===== src/rtl/ps2_mouse_pkg.sv =====
// Shared constants, FSM encoding and the saturation helper
// for the PS/2 mouse packet receiver.
`timescale 1ns/1ps
package ps2_mouse_pkg;

   localparam int FRAME_BITS = 11;

   localparam int BTN_L = 0;
   localparam int BTN_R = 1;
   localparam int BTN_M = 2;
   localparam int ALIGN = 3;
   localparam int XSIGN = 4;
   localparam int YSIGN = 5;
   localparam int XOVF  = 6;
   localparam int YOVF  = 7;

   localparam logic [8:0] SAT_POS = 9'h0FF;
   localparam logic [8:0] SAT_NEG = 9'h100;

   typedef enum logic [1:0] {
      WAIT_B0 = 2'd0,
      WAIT_B1 = 2'd1,
      WAIT_B2 = 2'd2
   } pkt_state_t;

   function automatic logic [8:0] sat_val(
      input logic       ovf,
      input logic       sgn,
      input logic [7:0] mag
   );
      if (ovf) return sgn ? SAT_NEG : SAT_POS;
      return {sgn, mag};
   endfunction

endpackage


===== src/rtl/ps2_mouse_packet_rx_frame_rx.sv =====
// Line conditioning and 11-bit frame deserialiser: sync, clock
// glitch filter, falling-edge strobe, parity/stop check, timeout.
`timescale 1ns/1ps
module ps2_frame_rx
   import ps2_mouse_pkg::*;
#(
   parameter int FILTER_LEN     = 8,
   parameter int TIMEOUT_CYCLES = 200000
) (
   input  logic       sys_clk,
   input  logic       reset_n,
   input  logic       ps2_clk,
   input  logic       ps2_data,
   output logic       byte_valid,
   output logic [7:0] byte_data,
   output logic       frame_error,
   output logic       frame_abort
);

   localparam int FW = $clog2(FILTER_LEN + 1);
   localparam int TW = $clog2(TIMEOUT_CYCLES + 1);
   localparam logic [FW-1:0] F_LAST = FW'(FILTER_LEN - 1);
   localparam logic [TW-1:0] T_LAST = TW'(TIMEOUT_CYCLES - 1);
   localparam logic [3:0] LAST_BIT = 4'(FRAME_BITS - 1);

   logic          clk_s1, clk_s2;
   logic          dat_s1, dat_s2;
   logic          filt, filt_q;
   logic [FW-1:0] fcnt;
   logic          fe;
   logic [3:0]    bit_cnt;
   logic [9:0]    shreg;
   logic [TW-1:0] to_cnt;
   logic          frame_ok;

   always_ff @(posedge sys_clk or negedge reset_n) begin
      if (!reset_n) begin
         clk_s1 <= 1'b1;
         clk_s2 <= 1'b1;
         dat_s1 <= 1'b1;
         dat_s2 <= 1'b1;
      end else begin
         clk_s1 <= ps2_clk;
         clk_s2 <= clk_s1;
         dat_s1 <= ps2_data;
         dat_s2 <= dat_s1;
      end
   end

   // Level change accepted only after FILTER_LEN consecutive differing samples
   always_ff @(posedge sys_clk or negedge reset_n) begin
      if (!reset_n) begin
         filt   <= 1'b1;
         filt_q <= 1'b1;
         fcnt   <= '0;
      end else begin
         filt_q <= filt;
         if (clk_s2 == filt) begin
            fcnt <= '0;
         end else if (fcnt == F_LAST) begin
            filt <= clk_s2;
            fcnt <= '0;
         end else begin
            fcnt <= fcnt + 1'b1;
         end
      end
   end

   assign fe = filt_q & ~filt;

   // shreg holds start..parity with start at bit 0; dat_s2 is the stop bit
   assign frame_ok = dat_s2 & (^shreg[9:1]);

   always_ff @(posedge sys_clk or negedge reset_n) begin
      if (!reset_n) begin
         bit_cnt     <= '0;
         shreg       <= '0;
         to_cnt      <= '0;
         byte_data   <= '0;
         byte_valid  <= 1'b0;
         frame_error <= 1'b0;
         frame_abort <= 1'b0;
      end else begin
         byte_valid  <= 1'b0;
         frame_error <= 1'b0;
         frame_abort <= 1'b0;
         if (fe) begin
            to_cnt <= '0;
            if (bit_cnt == 4'd0 && dat_s2) begin
               bit_cnt <= '0;
            end else if (bit_cnt == LAST_BIT) begin
               bit_cnt <= '0;
               if (frame_ok) begin
                  byte_valid <= 1'b1;
                  byte_data  <= shreg[8:1];
               end else begin
                  frame_error <= 1'b1;
               end
            end else begin
               shreg   <= {dat_s2, shreg[9:1]};
               bit_cnt <= bit_cnt + 1'b1;
            end
         end else if (bit_cnt != 4'd0) begin
            if (to_cnt == T_LAST) begin
               bit_cnt     <= '0;
               to_cnt      <= '0;
               frame_abort <= 1'b1;
            end else begin
               to_cnt <= to_cnt + 1'b1;
            end
         end
      end
   end

endmodule


===== src/rtl/ps2_mouse_packet_rx.sv =====
// PS/2 mouse receiver top: 3-byte packet FSM, overflow
// saturation and registered movement/button outputs.
`timescale 1ns/1ps
module ps2_mouse_packet_rx
   import ps2_mouse_pkg::*;
#(
   parameter int FILTER_LEN     = 8,
   parameter int TIMEOUT_CYCLES = 200000
) (
   input  logic       sys_clk,
   input  logic       reset_n,
   input  logic       ps2_clk,
   input  logic       ps2_data,
   output logic       data_ready,
   output logic [8:0] x_increment,
   output logic [8:0] y_increment,
   output logic       left_button,
   output logic       right_button,
   output logic       middle_button,
   output logic       frame_error
);

   logic       byte_valid;
   logic [7:0] byte_data;
   logic       frame_abort;

   pkt_state_t state, nxt;
   logic       ld_hdr, ld_x, upd;
   logic [7:0] hdr;
   logic [7:0] xb;

   ps2_frame_rx #(
      .FILTER_LEN    (FILTER_LEN),
      .TIMEOUT_CYCLES(TIMEOUT_CYCLES)
   ) u_frame (
      .sys_clk    (sys_clk),
      .reset_n    (reset_n),
      .ps2_clk    (ps2_clk),
      .ps2_data   (ps2_data),
      .byte_valid (byte_valid),
      .byte_data  (byte_data),
      .frame_error(frame_error),
      .frame_abort(frame_abort)
   );

   always_ff @(posedge sys_clk or negedge reset_n) begin
      if (!reset_n) state <= WAIT_B0;
      else          state <= nxt;
   end

   always_comb begin
      nxt    = state;
      ld_hdr = 1'b0;
      ld_x   = 1'b0;
      upd    = 1'b0;
      if (frame_error || frame_abort) begin
         nxt = WAIT_B0;
      end else if (byte_valid) begin
         unique case (state)
            WAIT_B0: begin
               if (byte_data[ALIGN]) begin
                  nxt    = WAIT_B1;
                  ld_hdr = 1'b1;
               end
            end
            WAIT_B1: begin
               nxt  = WAIT_B2;
               ld_x = 1'b1;
            end
            WAIT_B2: begin
               nxt = WAIT_B0;
               upd = 1'b1;
            end
            default: nxt = WAIT_B0;
         endcase
      end
   end

   always_ff @(posedge sys_clk or negedge reset_n) begin
      if (!reset_n) begin
         hdr <= '0;
         xb  <= '0;
      end else begin
         if (ld_hdr) hdr <= byte_data;
         if (ld_x)   xb  <= byte_data;
      end
   end

   // The Y byte is consumed straight off byte_data in the update cycle
   always_ff @(posedge sys_clk or negedge reset_n) begin
      if (!reset_n) begin
         data_ready    <= 1'b0;
         x_increment   <= '0;
         y_increment   <= '0;
         left_button   <= 1'b0;
         right_button  <= 1'b0;
         middle_button <= 1'b0;
      end else begin
         data_ready <= upd;
         if (upd) begin
            x_increment   <= sat_val(hdr[XOVF], hdr[XSIGN], xb);
            y_increment   <= sat_val(hdr[YOVF], hdr[YSIGN], byte_data);
            left_button   <= hdr[BTN_L];
            right_button  <= hdr[BTN_R];
            middle_button <= hdr[BTN_M];
         end
      end
   end

endmodule

===== config.mk =====
export PLATFORM = sky130hd
export DESIGN_NAME = ps2_mouse_packet_rx
export DESIGN_NICKNAME = d
export VERILOG_FILES = /design/src/rtl/ps2_mouse_pkg.sv /design/src/rtl/ps2_mouse_packet_rx_frame_rx.sv /design/src/rtl/ps2_mouse_packet_rx.sv
export SDC_FILE = /design/constraint.sdc
export NUM_CORES = 1
export LEC_CHECK = 0
export CORE_MARGIN = 4
export CORE_UTILIZATION = 58
export DETAILED_ROUTE_END_ITERATION = 6
export PLACE_DENSITY = 0.75
export SYNTH_ARGS = -nofsm -noshare
export SYNTH_HDL_FRONTEND = slang
export SYNTH_SLANG_ARGS = --single-unit

===== constraint.sdc =====
create_clock -name sys_clk -period 2.2 [get_ports sys_clk]
set_clock_uncertainty 0.2 [all_clocks]
set_input_delay 0.44 -clock sys_clk [delete_from_list [all_inputs] [get_ports sys_clk]]
set_output_delay 0.44 -clock sys_clk [all_outputs]
set_load 0.02 [all_outputs]

==> results.json, run 1 <==
{
  "timing.setup.critical_path_class": "register to register",
  "post_synth_num_cell_types": 44,
  "layout.cells.non_filler": 478,
  "worst_reg2reg_setup_slack_ns": 0.08,
  "max_cap_viol_count": 0,
  "fp.dieH_um": 90.6,
  "fraction_of_final_layout_cells_with_drive_strength_greater_than_1": 0.195,
  "routedLengthMet1_mm": 3.62,
  "post-route-drc-count": 0,
  "ys_seq_elements": 91,
  "highest_signal_layer_in_the_routed_design": "met4",
  "clock_tree_buffer_depth": 2,
  "place_congestion": 0.931,
  "die-area_um2": 8210,
  "num_vias": 2753,
  "timing.critical_path.cells": "or2b_2 > nor3_1 > nand3_4 > mux2_4",
  "dominantRegCellSynth": "dfrtp_1",
  "synth_edf_count": 0,
  "cts.htree.levels": 3,
  "drt_iter0_markers": 108,
  "antenna_cells": 0,
  "clock_sinks": 91,
  "power_report.internal_total_mw": 2.91,
  "cts_tree": "built",
  "aggregate_negative_setup_slack_ns": 0,
  "post_drt_wl_per_cell_um": 15.7,
  "clock_root_cell": "clkbuf_8",
  "grt_pass1_wl_mm": 13.0,
  "p_clk_frac": 0.299,
  "comb_power_share": 0.225,
  "power.density_nw_per_um2": 888,
  "timing.final.hold_violations": 0,
  "wirelength_mm": 7.51,
  "initial_core_util": 0.609,
  "grt_overflow": 0,
  "slew_violations": 0,
  "grt_pass1_vias": 2769,
  "report.final.setup_viol": 0,
  "drt-vias-per-instance": 5.76,
  "finalCritPeriodShare": 0.964,
  "utilization": 0.715,
  "place_inst": 461,
  "sw_frac": 0.295,
  "seq_power_share": 0.475,
  "timing.final.crit_period_ns": 2.12,
  "cpMaxStageDelayCell": "dfstp_2",
  "crit-reg2reg-capture": "u_frame.byte_data[7]",
  "nNetsFinal": 405,
  "ios": 27,
  "syn-instance-count": 350,
  "worstSkewPairLatency_ns": 0.35,
  "core_area_um2": 6490,
  "timing.hold.worst_endpoint": "u_frame.clk_s2",
  "detailedRoute.firstPassIterationCount": 5,
  "ant_nets": 0,
  "most_numerous_cell_in_the_yosys_netlist": "dfrtp_1",
  "synth_top_area_share": 0.537,
  "grt_max_degree": 39,
  "numCtsBuffers": 9,
  "start_kind": "register",
  "timing.slew.headroom": 0.575,
  "run_status": "completed",
  "netlist_area_um2": 3960,
  "met3_length_um": 234,
  "cp-end-kind": "register",
  "setup_slack_ns": 0.0798,
  "num_rows": 29,
  "rsz0062_at_grt": "yes",
  "yosysWarnings": 0,
  "hpwlAfterDp_mm": 5.34,
  "worst_r2r_startpoint": "u_frame.filt_q",
  "synth_top_cell_by_area": "dfrtp_1",
  "die_x_um": 90.6,
  "netlist_top_cells_count": "dfrtp_1 (85), nand2_1 (44), mux2_2 (32)",
  "antenna_violations_before_repair": 0,
  "r2r_cells": 4,
  "critical_hold_path_startpoint": "u_frame.clk_s1",
  "p_sw_mw": 1.22,
  "route.met2.wl_mm": 3.51,
  "synth.top_cells.by_area": "dfrtp_1 (54%), mux2_2 (9.1%), nand2_1 (4.2%)",
  "area_growth_syn_to_layout_pct": 17.4,
  "max_slew.worst_pin.slew_ns": 0.635,
  "place_ws_ns": 0.113,
  "timing.critical_path.required_ns": 2.24,
  "worstHoldPathType": "register to register",
  "grt_use_total": 0.197,
  "worst-path-max-fanout": 9,
  "critPathArrivalTime_ns": 2.16,
  "avgSynthCellArea_um2": 11.3,
  "max_clock_freq_mhz": 472,
  "totalPowerFinal_mw": 4.13,
  "worst_hold_path.num_cells": 0,
  "clkTransAtPathRegs_ns": 0.08,
  "mappedNetlistNets": 359,
  "async_reset_ff_frac": 1.00,
  "synth_sequential_area_ratio": 0.577,
  "p_leak_nw": 2.15,
  "port-buffer-count": 26,
  "critical-path-max-stage-delay_ns": 0.53,
  "max-vdd-ir-drop_mv": 0.653
}
[cells by family (layout without fill, tap and decap cells)]
| kind of cell | Yosys count | in the layout | synth area share |
|---|---|---|---|
| AO/OA/AOI/OAI | 68 | 68 | 0.101 |
| XOR/XNOR | 15 | 15 | 0.0386 |
| adder cells (fa/ha/maj) | 5 | 5 | 0.0158 |
| buffers and inverters | 15 | 66 | 0.0145 |
| flip-flops | 91 | 91 | 0.577 |
| multiplexers | 34 | 34 | 0.0986 |
| AND/OR/NAND/NOR | 122 | 122 | 0.154 |
[layout by cell type, fill, tap and decap left out, drive strengths merged, types with 3 or more instances in the layout]
cell	netlist	routed
a22o	8	8
xor2	5	5
nand3	13	13
a21oi	24	24
clkbuf	6	12
dfstp	6	6
and3	3	3
nor2b	4	4
nand2	44	44
dfrtp	85	85
nand4	4	4
ha	5	5
mux2	34	34
o21ai	26	26
inv	6	6
nor2	25	25
xnor2	9	9
clkinv	2	4
a21boi	3	3
buf	1	16
clkdlybuf4s50	0	25
nor3	11	11
nor4	3	3
[power groups by stage]
stage | sequential, mW | combinational [mW] | clock (mW)
6_report | 1.96 | 0.930 | 1.23
5_1_grt | 1.98 | 1.03 | 1.34
4_1_cts | 1.96 | 0.930 | 1.26
3_5_place_dp | 1.99 | 0.923 | 0
3_3_place_gp | 1.98 | 0.907 | 0
2_1_floorplan | 1.96 | 0.624 | 0
[worst max path at each step]
| stage | startpoint | endpoint | slack (ns) | cells after the start |
|---|---|---|---|---|
| after detailed placement | u_frame.shreg[3] | u_frame.byte_data[4] | 0.11 | 5 |
| after CTS | u_frame.shreg[3] | u_frame.byte_data[7] | 0.08 | 5 |
| after floorplan | u_frame.shreg[3] | u_frame.byte_data[4] | 0.22 | 5 |
| after global placement | u_frame.shreg[3] | u_frame.byte_data[4] | 0.15 | 5 |
| after global routing | u_frame.to_cnt[0] | u_frame.to_cnt[5] | -0.01 | 6 |
| final | u_frame.filt_q | u_frame.byte_data[7] | 0.08 | 4 |
[worst max-delay path: cells and delay by family (launching register included)]
family,cells,cell delay (ns)
and+or+nand+nor,3,0.94
muxes,1,0.33
DFF,1,0.53
[layer usage]
| metal | global-route usage | vias to the layer above |
|---|---|---|
| li1 | - | 1322 |
| met1 | 0.272 | 1363 |
| met2 | 0.309 | 51 |
| met3 | 0.0292 | 17 |
| met4 | 0.0931 | 0 |
| met5 | 0 | - |
[sequential cells by signal (all words and copies together) (netlist names), 4 cells and up]
signal / cells
hdr: 7
u_frame.to_cnt: 18
u_frame.byte_data: 8
u_frame.bit_cnt: 4
u_frame.shreg: 9
x_increment: 9
u_frame.fcnt: 4
xb: 8
y_increment: 9
[metrics by stage]
step	hold WS [ns]	area, um2
finish	0.160	4640
global route	0.169	4640
CTS	0.161	4640
detailed placement	0.149	4410
global placement	0.147	4410
floorplan	-0.0556	3960
[layout make-up]
| cell class | instances | area, um2 |
|---|---|---|
| flip-flops and latches | 91 | 2280 |
| fillers | 475 | 1850 |
| multi-input cells | 244 | 1620 |
| repair buffers | 42 | 393 |
| clock buffers | 12 | 145 |
| well taps | 77 | 96.3 |
| clock inverters | 4 | 73.8 |
| inverters | 8 | 30.0 |
[timing repair]
| action | CTS | global route |
|---|---|---|
| setup buffers | 0 | 0 |
| endpoints found under the setup margin | 0 | 5 |
| gates resized for setup | 0 | 1 |
| hold buffers | 1 | 0 |
| endpoints found under the hold margin | 29 | 0 |
No activity file was read; power rests on OpenSTA's default activity.
==> run 2, diff against run 1 <==
Settings changed: PLACE_DENSITY 0.75 to unset, PLACE_DENSITY_LB_ADDON set to 0.15.
==> run 2 against run 1 <==
Effect of this change: fmax up 0.76%; cell count grew 0.42%; combinational power is essentially flat; register-to-register slack better by 0.02 ns; largest cell class unchanged.
==> results.json, run 2 (same netlist as run 1, synthesis figures left out) <==
{
  "start_kind": "register",
  "crit-reg2reg-capture": "u_frame.byte_data[7]",
  "report.final.setup_viol": 0,
  "worstHoldPathType": "register to register",
  "clock_root_cell": "clkbuf_8",
  "clock_tree_buffer_depth": 2,
  "hold_ws_ns": 0.161,
  "regMostFlops": "u_frame.to_cnt",
  "final.fill_count": 476,
  "rsz0062_at_grt": "no",
  "grt_max_degree": 39,
  "detailedRoute.firstPassIterationCount": 5,
  "seq_power_share": 0.504,
  "cts_post_setup_buffers_inserted": 0,
  "nNetsFinal": 407,
  "place_ws_ns": 0.0778,
  "port-buffer-count": 26,
  "slew_violations": 0,
  "p_leak_nw": 2.13,
  "grt_pass1_wl_mm": 13.1,
  "cts_tree": "built",
  "timing.final.crit_period_ns": 2.10,
  "utilization": 0.711,
  "numCtsBuffers": 9,
  "p_clk_frac": 0.257,
  "worstSkewPairLatency_ns": 0.35,
  "finalCritPeriodShare": 0.957,
  "layout_common_cells": "dfrtp_1 (85), nand2_1 (44), mux2_2 (32), o21ai_0 (25), clkdlybuf4s50_1 (25)",
  "timing.hold.worst_endpoint": "u_frame.clk_s2",
  "num_rows": 29,
  "totalPowerFinal_mw": 3.90,
  "max_slew.worst_pin.slew_ns": 0.538,
  "critical_hold_path_startpoint": "u_frame.clk_s1",
  "antenna_violations_before_repair": 0,
  "grt_overflow": 0,
  "power_report.internal_total_mw": 2.66,
  "r2r_cells": 5,
  "ios": 27,
  "timing.slew.headroom": 0.640,
  "worst_hold_path.num_cells": 0,
  "place_inst": 463,
  "worst_reg2reg_setup_slack_ns": 0.1,
  "fp.dieH_um": 90.6,
  "num_vias": 2744,
  "timing.critical_path.required_ns": 2.25,
  "drt-vias-per-instance": 5.72,
  "power.density_nw_per_um2": 845,
  "fraction_of_final_layout_cells_with_drive_strength_greater_than_1": 0.203,
  "sw_frac": 0.319,
  "timing.setup.critical_path_class": "register to register",
  "run_status": "completed",
  "comb_power_share": 0.239,
  "place_congestion": 0.859,
  "max_clock_freq_mhz": 475,
  "finish.instance_area_um2": 4620,
  "clock_sinks": 91,
  "drt_iter0_markers": 145,
  "cp-end-kind": "register",
  "max_cap_viol_count": 0,
  "core_area_um2": 6490,
  "post-route-drc-count": 0,
  "timing.final.hold_violations": 0,
  "wirelength_mm": 7.48,
  "ant_nets": 0,
  "register_area_um2": 2280,
  "aggregate_negative_setup_slack_ns": 0,
  "die_x_um": 90.6,
  "grt_use_total": 0.197,
  "max-vdd-ir-drop_mv": 0.652,
  "layout_commonest_cell": "dfrtp_1",
  "critPathArrivalTime_ns": 2.15,
  "antenna_cells": 0,
  "worst-path-max-fanout": 9,
  "cts.htree.levels": 3,
  "layout.cells.non_filler": 480,
  "multi_input_area_um2": 1630,
  "grt_pass1_vias": 2743,
  "area_growth_syn_to_layout_pct": 16.7,
  "worst_r2r_startpoint": "u_frame.shreg[3]",
  "initial_core_util": 0.609,
  "largest_register_ff_count": 18,
  "setup_slack_ns": 0.0957,
  "die-area_um2": 8210,
  "hpwlAfterDp_mm": 5.41,
  "p_sw_mw": 1.24,
  "post_drt_wl_per_cell_um": 15.6,
  "clkTransAtPathRegs_ns": 0.09,
  "placed_area_um2": 4420
}
run 2: layer usage:
metal  global-route usage  share of wire
met1                0.280           0.48
met2                0.297           0.47
met3               0.0342          0.038
met4               0.0893          0.014
met5                    0              0
run 2: cell type report:
cell class | count | area share
repair buffers | 44 | 0.0883
well taps | 77 | 0.0209
flip-flops and latches | 91 | 0.495
inverters | 8 | 0.00650
clock inverters | 5 | 0.00813
clock buffers | 11 | 0.0285
multi-input cells | 244 | 0.353
run 2: worst max path at each step:
stage,start,to,slack [ns],depth (start not counted)
global placement,u_frame.shreg[7],u_frame.byte_data[4],0.12,5
finish,u_frame.shreg[3],u_frame.byte_data[7],0.1,5
CTS,u_frame.shreg[3],u_frame.byte_data[7],0.07,5
global route,u_frame.to_cnt[0],u_frame.to_cnt[16],0.01,6
detailed placement,u_frame.filt_q,u_frame.byte_data[7],0.08,4
floorplan,u_frame.shreg[3],u_frame.byte_data[4],0.22,5
run 2: worst max-delay path: stages, from the launching register on:
cell and delay (ns):
dfrtp_1 0.42, xnor2_1 0.19, xnor3_1 0.45, xnor2_2 0.23
nand3_4 0.18, mux2_4 0.33
run 2: repair_timing:
| item | CTS | global route |
|---|---|---|
| resized for setup | 0 | 3 |
| endpoints found under the setup margin | 0 | 11 |
| hold buffers | 1 | 0 |
| hold endpoints to repair | 27 | 0 |
run 2: power by group through the flow:
stage | clock [mW] | sequential (mW) | combinational (mW)
2_1_floorplan | 0 | 1.96 | 0.624
3_3_place_gp | 0 | 1.98 | 0.898
3_5_place_dp | 0 | 1.99 | 0.916
4_1_cts | 1.03 | 1.96 | 0.922
5_1_grt | 1.10 | 1.99 | 1.04
6_report | 1.00 | 1.96 | 0.932
==> run 3, diff against run 2 <==
==> constraint.sdc (replaced) <==
create_clock -name sys_clk -period 2.2 [get_ports sys_clk]
set_clock_uncertainty 0.2 [all_clocks]
set_input_delay 0.22 -clock sys_clk [delete_from_list [all_inputs] [get_ports sys_clk]]
set_output_delay 0.22 -clock sys_clk [all_outputs]
set_load 0.02 [all_outputs]
==> run 3 against run 2 <==
Effect of this change: core utilization rose by 0.52 points; clock power rose by 20%; cell area rose by 0.73%; via count fell by 0.47%.
==> results.json, run 3 (same netlist as run 1, synthesis figures left out) <==
{
  "aggregate_negative_setup_slack_ns": 0,
  "place_ws_ns": 0.0717,
  "worstHoldPathType": "primary input to register",
  "area_growth_syn_to_layout_pct": 17.5,
  "ios": 27,
  "worstSkewPairLatency_ns": 0.37,
  "r2r_cells": 5,
  "cts.htree.levels": 3,
  "drt-vias-per-instance": 5.71,
  "fraction_of_final_layout_cells_with_drive_strength_greater_than_1": 0.202,
  "placed_area_um2": 4410,
  "totalPowerFinal_mw": 4.09,
  "wirelength_mm": 7.47,
  "grt_use_total": 0.200,
  "crit-reg2reg-capture": "u_frame.byte_data[4]",
  "antenna_violations_before_repair": 0,
  "grt_pass1_vias": 2669,
  "p_clk_frac": 0.293,
  "seq_power_share": 0.481,
  "largest_register_ff_count": 18,
  "nNetsFinal": 405,
  "timing.setup.critical_path_class": "register to register",
  "drt_iter0_markers": 128,
  "post_drt_wl_per_cell_um": 15.6,
  "startpoint": "u_frame.shreg[3]",
  "fp.dieH_um": 90.6,
  "critPathArrivalTime_ns": 2.13,
  "start_kind": "register",
  "cp-end-kind": "register",
  "finalCritPeriodShare": 0.944,
  "clock_root_cell": "clkbuf_8",
  "sw_frac": 0.302,
  "max_slew.worst_pin.slew_ns": 0.514,
  "worst_reg2reg_setup_slack_ns": 0.12,
  "max_clock_freq_mhz": 482,
  "timing.slew.headroom": 0.656,
  "max-vdd-ir-drop_mv": 0.570,
  "worst_hold_path.num_cells": 1,
  "critical_hold_path_startpoint": "ps2_clk",
  "ant_nets": 0,
  "worst-path-max-fanout": 9,
  "die-area_um2": 8210,
  "port-buffer-count": 26,
  "cts_post_setup_buffers_inserted": 0,
  "cts_tree": "built",
  "layout_commonest_cell": "dfrtp_1",
  "power.density_nw_per_um2": 879,
  "max_cap_viol_count": 0,
  "core_area_um2": 6490,
  "hpwlAfterDp_mm": 5.22,
  "power_report.internal_total_mw": 2.85,
  "clock_sinks": 91,
  "worst_r2r_startpoint": "u_frame.shreg[3]",
  "regMostFlops": "u_frame.to_cnt",
  "grt_max_degree": 63,
  "clock_tree_buffer_depth": 2,
  "p_sw_mw": 1.24,
  "place_congestion": 0.868,
  "timing.final.crit_period_ns": 2.08,
  "utilization": 0.716,
  "initial_core_util": 0.609,
  "grt_overflow": 0,
  "clkTransAtPathRegs_ns": 0.09,
  "timing.hold.worst_endpoint": "u_frame.clk_s1",
  "slew_violations": 0,
  "rsz0062_at_grt": "no",
  "layout_common_cells": "dfrtp_1 (85), nand2_1 (43), mux2_2 (32), o21ai_0 (25), clkdlybuf4s50_1 (25)",
  "report.final.setup_viol": 0,
  "grt_pass1_wl_mm": 13.2,
  "antenna_cells": 0,
  "die_x_um": 90.6,
  "num_vias": 2731,
  "setup_slack_ns": 0.124,
  "comb_power_share": 0.226,
  "finish.instance_area_um2": 4650,
  "run_status": "completed",
  "timing.critical_path.required_ns": 2.25,
  "p_leak_nw": 2.16,
  "post-route-drc-count": 0,
  "numCtsBuffers": 9,
  "timing.final.hold_violations": 0,
  "detailedRoute.firstPassIterationCount": 4,
  "num_rows": 29
}
[run 3: per-stage QoR]
step	hold slack (ns)	cells
3_3_place_gp	-0.0316	461
3_5_place_dp	-0.0246	461
6_report	0.0486	478
4_1_cts	0.0487	478
5_1_grt	0.0457	478
2_1_floorplan	-0.276	350
[run 3: area by class of cell]
cell class                 count  area (um2)
clock buffer                  13         169
fill                         485        1840
tap                           77        96.3
clock inverter                 3        43.8
multi-input combinational    244        1630
timing repair buffer          42         393
inverter                       8        30.0
sequential                    91        2280
[run 3: worst max-delay path by stage]
stage          slack [ns]                    to  cells past startpoint
6_report             0.12  u_frame.byte_data[4]                      5
5_1_grt             0.005  u_frame.byte_data[4]                      5
4_1_cts              0.05     u_frame.to_cnt[0]                      6
3_5_place_dp         0.07     u_frame.to_cnt[0]                      6
3_3_place_gp         0.15     u_frame.to_cnt[0]                      6
2_1_floorplan        0.22  u_frame.byte_data[4]                      5
[run 3: power by group through the flow]
stage / registers (mW) / clock network [mW] / logic [mW]
2_1_floorplan: 1.96 / 0 / 0.624
3_3_place_gp: 1.98 / 0 / 0.885
3_5_place_dp: 1.99 / 0 / 0.911
4_1_cts: 1.96 / 1.22 / 0.913
5_1_grt: 1.99 / 1.29 / 1.04
6_report: 1.97 / 1.20 / 0.924
[run 3: worst max-delay path: stages (launching register included)]
cell and delay [ns]:
dfrtp_1 0.42, xnor2_1 0.18, xnor3_1 0.45, xnor2_2 0.21, nand3_4 0.17, mux2_4 0.33
[run 3: per-layer routing]
layer	up-vias	share of wire	track usage
met5	-	0	0
met4	0	0.015	0.0753
met3	9	0.043	0.0500
met2	58	0.46	0.293
met1	1337	0.49	0.287
li1	1327	-	-
[run 3: repair_timing]
item,CTS,global route
hold buffers,1,0
endpoints found under the setup margin,0,17
resized for setup,0,4
endpoints found under the hold margin,29,0
